**config.mk**
```make
export PLATFORM = sky130hd
export DESIGN_NAME = intf_rx_packer
export DESIGN_NICKNAME = d
export VERILOG_FILES = /design/src/rtl/intf_rx_packer.sv
export SDC_FILE = /design/constraint.sdc
export NUM_CORES = 1
export LEC_CHECK = 0
export CORE_ASPECT_RATIO = 0.75
export CORE_UTILIZATION = 25
export CTS_BUF_LIST = sky130_fd_sc_hd__clkbuf_16
export DETAILED_ROUTE_END_ITERATION = 8
export PLACE_DENSITY = 0.41
export RECOVER_POWER = 100
export SETUP_SLACK_MARGIN = 0.2
export SYNTH_ARGS = -nofsm -noshare
export SYNTH_HDL_FRONTEND = slang
export SYNTH_SLANG_ARGS = --single-unit
export TNS_END_PERCENT = 10
```
**constraint.sdc**
```tcl
create_clock -name clk -period 2.78 [get_ports clk]
set_input_delay 0.695 -clock clk [delete_from_list [all_inputs] [get_ports clk]]
set_output_delay 0.695 -clock clk [all_outputs]
set_load 0.02 [all_outputs]
```
**src/rtl/intf_rx_packer.sv**
```systemverilog
// Receive end of the valid/data link: packs RATIO beats per word into a DEPTH-entry FIFO.
// Optional feature: define INTF_RX_OVF_CNT_EN to add the saturating ovf_cnt drop counter.
module intf_rx_packer #(
    parameter int IN_WIDTH = 16,
    parameter int RATIO    = 2,
    parameter int DEPTH    = 4
) (
    input  logic                          clk,
    input  logic                          rst_n,
    input  logic                          in_valid,
    input  logic [IN_WIDTH-1:0]           in_data,
    output logic                          out_valid,
    input  logic                          out_ready,
    output logic [IN_WIDTH*RATIO-1:0]     out_data,
    output logic [$clog2(DEPTH+1)-1:0]    out_level,
    output logic                          overflow,
`ifdef INTF_RX_OVF_CNT_EN
    output logic [15:0]                   ovf_cnt,
`endif
    input  logic                          clr_ovf
);

    localparam int OUT_WIDTH = IN_WIDTH * RATIO;
    localparam int PW        = $clog2(DEPTH);
    localparam int LW        = $clog2(DEPTH + 1);

    logic                 word_done;
    logic [OUT_WIDTH-1:0] packed_word;

    generate
        if (RATIO == 1) begin : g_direct
            assign word_done   = in_valid;
            assign packed_word = in_data;
        end else begin : g_pack
            localparam int IW = $clog2(RATIO);
            logic [IW-1:0]       lane_idx;
            logic [IN_WIDTH-1:0] lanes [RATIO-1];

            assign word_done = in_valid && (lane_idx == IW'(RATIO - 1));

            always_ff @(posedge clk or negedge rst_n) begin
                if (!rst_n) begin
                    lane_idx <= '0;
                    for (int i = 0; i < RATIO - 1; i++) lanes[i] <= '0;
                end else if (in_valid) begin
                    if (lane_idx == IW'(RATIO - 1)) begin
                        lane_idx <= '0;
                    end else begin
                        for (int i = 0; i < RATIO - 1; i++)
                            if (lane_idx == IW'(i)) lanes[i] <= in_data;
                        lane_idx <= lane_idx + IW'(1);
                    end
                end
            end

            // The completing beat lands in the top lane without being stored.
            always_comb begin
                packed_word = '0;
                packed_word[OUT_WIDTH-1 -: IN_WIDTH] = in_data;
                for (int i = 0; i < RATIO - 1; i++)
                    packed_word[i*IN_WIDTH +: IN_WIDTH] = lanes[i];
            end
        end
    endgenerate

    logic [OUT_WIDTH-1:0] mem [DEPTH];
    logic [PW-1:0]        wr_ptr;
    logic [PW-1:0]        rd_ptr;
    logic [LW-1:0]        count;
    logic                 pop;
    logic                 full;
    logic                 do_write;
    logic                 drop;

    assign out_valid = (count != '0);
    assign out_level = count;
    assign out_data  = mem[rd_ptr];
    assign full      = (count == LW'(DEPTH));
    assign pop       = out_valid && out_ready;
    // When full, a same-edge pop frees the slot the new word is written into.
    assign do_write  = word_done && (!full || pop);
    assign drop      = word_done && full && !pop;

    always_ff @(posedge clk or negedge rst_n) begin
        if (!rst_n) begin
            wr_ptr <= '0;
            rd_ptr <= '0;
            count  <= '0;
            for (int i = 0; i < DEPTH; i++) mem[i] <= '0;
        end else begin
            if (do_write) begin
                mem[wr_ptr] <= packed_word;
                wr_ptr      <= wr_ptr + PW'(1);
            end
            if (pop) rd_ptr <= rd_ptr + PW'(1);
            count <= count + LW'(do_write) - LW'(pop);
        end
    end

    always_ff @(posedge clk or negedge rst_n) begin
        if (!rst_n)        overflow <= 1'b0;
        else if (drop)     overflow <= 1'b1;
        else if (clr_ovf)  overflow <= 1'b0;
    end

`ifdef INTF_RX_OVF_CNT_EN
    always_ff @(posedge clk or negedge rst_n) begin
        if (!rst_n)
            ovf_cnt <= '0;
        else if (clr_ovf)
            ovf_cnt <= drop ? 16'd1 : 16'd0;
        else if (drop && ovf_cnt != 16'hFFFF)
            ovf_cnt <= ovf_cnt + 16'd1;
    end
`endif

endmodule

```
==> results.ini <==
[timing]
setup_viol=0
fin_setup_tns_ns=0
min_period_ns=2.646
worst_pin_slew_ns=1.940
slew_headroom_pct=-29.32
fmax_mhz=377.9
rsz0062_at_grt=true
skew_ns=0.008051
slew_viol_final=72
min_period_over_period_pct=95.19
hold_viol=0

[layout]
fin_util_pct=31.64
layout_commonest_cell=dfrtp_1
area_growth_pct=23.79
register_area_sq_um=3830
mostFrequentLayoutCells=152 x dfrtp_1, 145 x mux2_2, 32 x mux4_2
final_cell_count_no_fill=818
diodes=0
nNetsFinal=489
nFillCells=2575
drive_above_1_share_pct=51.05
multi_input_area_sq_um=2619
stdcell_area_sq_um=8237

[worst_setup_path]
crit_type=flop to output pin
arrival_ns=1.95
path_cells=buf_4 -> buf_6 -> mux4_2 -> dlygate4sd2_1
cpLargestDelayFamily=buffers and inverters
crit_start=rd_ptr[0]
regToRegSetupSlack_ns=0.55
worstSetupEndpointType=output pin
max_stage_delay_ns=0.52
critPathBufInv=3
worstPathRequired_ns=2.09
cp_max_fo=6
r2r-start=out_level[0]
crit_slowest_cell=mux4_2
critPathLaunchType=flop

[power]
vdd_drop_max_mv=0.4722
p_leak_nw=3.385
power_density_nw_per_um2=1349
finalPower_mw=11.11

[grt]
grt_pass1_wl_um=24270
grt.total_usage_pct=12.28
grt_max_degree=74
first_global_vias=3906
antenna_found_initial=1
grt_overflow=0

[clocking]
clock_latency_ns=0.42
cts_root_buf=clkbuf_16
cts_sinks=153
cts_made_buffers=17
clk_path_buf_depth=2
cts_tree=yes
htreeDepth=4
clkSlewWorstSetupHoldPaths_ns=0.06

[logic_synthesis]
netlist_area_sq_um=6654
ys_seq_elements=153
synth_area_leader_cell=dfrtp_1
ys_warn_count=0
synth_nets=413
seq_area_frac_synth_pct=57.54
syn_area_per_cell_sq_um=17.28
synth_cell_types=20
yosys.area.top_type_share_pct=57.54
synth_area_leaders=dfrtp_1 58%, mux2_2 25%, mux4_2 11%
syn_inst=385

[die]
die_x_um=190.4
start_util_pct=25.56
fp.dieH_um=143.3
rows=51
die-area_sq_um=27280
num_io_pins=58
core_sq_um=26040

[detailed_routing]
drt_drc_violations_left=0
drt-initial-drc-count=154
detail-route-antenna-nets=0
wl_per_cell_um=18.66
wl_um=15270
vias=3559
firstDrtPassIters=4
viasPerCell=4.351

[min_path]
hp-class=flop to flop
hold_path.startpoint=mem[59]

[placed_design]
numPlacedInstances=781
dp_hpwl_um=9111
port_buffers=57
dpl_cell_area_sq_um=7749
place_congestion=0.6524

[outcome]
status=complete, but fails checks
violations=max-capacitance violations, max-slew violations

[run]
cap_violations=1

==> worst paths after layout <==
kind,end,cells past startpoint
worst max-delay path,out_data[26],4
worst min-delay path,mem[59],1
worst max register to register,mem[14],5
worst min register to register,mem[59],1
max in group asynchronous,mem[28],2
min in group asynchronous,mem[68],1
==> state kept, by name, indices dropped and copies added (netlist names) <==
signal           count
g_pack.lane_idx      1
g_pack.lanes        16
mem                128
out_level            3
overflow             1
rd_ptr               2
wr_ptr               2
==> area by class of cell <==
type / instances / share of cell area, %
well taps: 344 / 5.226
repair buffers: 79 / 8.507
inverters: 7 / 0.3190
clock buffers: 17 / 5.165
multi-input cells: 203 / 31.79
flip-flops and latches: 153 / 46.50
clock inverters: 15 / 2.491
==> report_power, final <==
group / switching (mW) / internal [mW] / total, mW
sequential: 0.670 / 3.36 / 4.04
combinational: 2.10 / 2.47 / 4.57
clock: 0.929 / 1.58 / 2.51
total: 3.70 / 7.41 / 11.1
==> metal layers <==
metal,vias to the layer above,track usage [%],share of wire (%)
met3,16,3.465,3.6
met5,-,0,0.079
met4,2,4.253,1.3
met2,48,18.81,46
met1,1920,16.57,49
li1,1573,-,-
==> synth_stat cells <==
library cell and count:
buf_2 5, nand2b_1 1, nor4b_4 1, xnor2_1 4, ha_1 6, nor3b_2 4
mux2_2 145, o31a_2 1, mux4_2 32, nand3_1 1, nand2_1 2, xor2_1 2
o21ai_0 1, nor2_1 1, buf_6 12, inv_1 7, or3_2 1, dfrtp_1 153
fa_1 1, clkbuf_1 5
==> timing repair <==
| item | 4_1_cts | 5_1_grt |
|---|---|---|
| pin swaps | 0 | 0 |
| setup endpoints to repair | 30 | 33 |
| gates resized for setup | 95 | 14 |
| buffers inserted | 4 | 0 |
| gates cloned | 1 | 0 |
| hold buffers | 0 | 0 |
| hold endpoints to repair | 0 | 0 |
==> per-stage QoR <==
step                setup WS [ns]  hold slack [ns]
floorplan                  0.4140           0.3994
global placement          0.04791           0.4837
CTS                        0.1167           0.3247
finish                     0.1337           0.5003
global route              0.05710           0.5140
detailed placement        0.01420           0.4902
==> logic make-up (layout without fill, tap and decap cells) <==
logic type	Yosys count	after routing	synth area share [%]
adders and majority gates	7	7	1.429
xor gates and xnor gates	6	6	0.7898
DFF	153	153	57.54
buffers and inverters	29	118	3.084
AOI/OAI and AO/OA	2	2	0.2256
muxes	177	177	35.37
and+or+nand+nor	11	11	1.561
No activity file was read; power rests on OpenSTA's default activity.
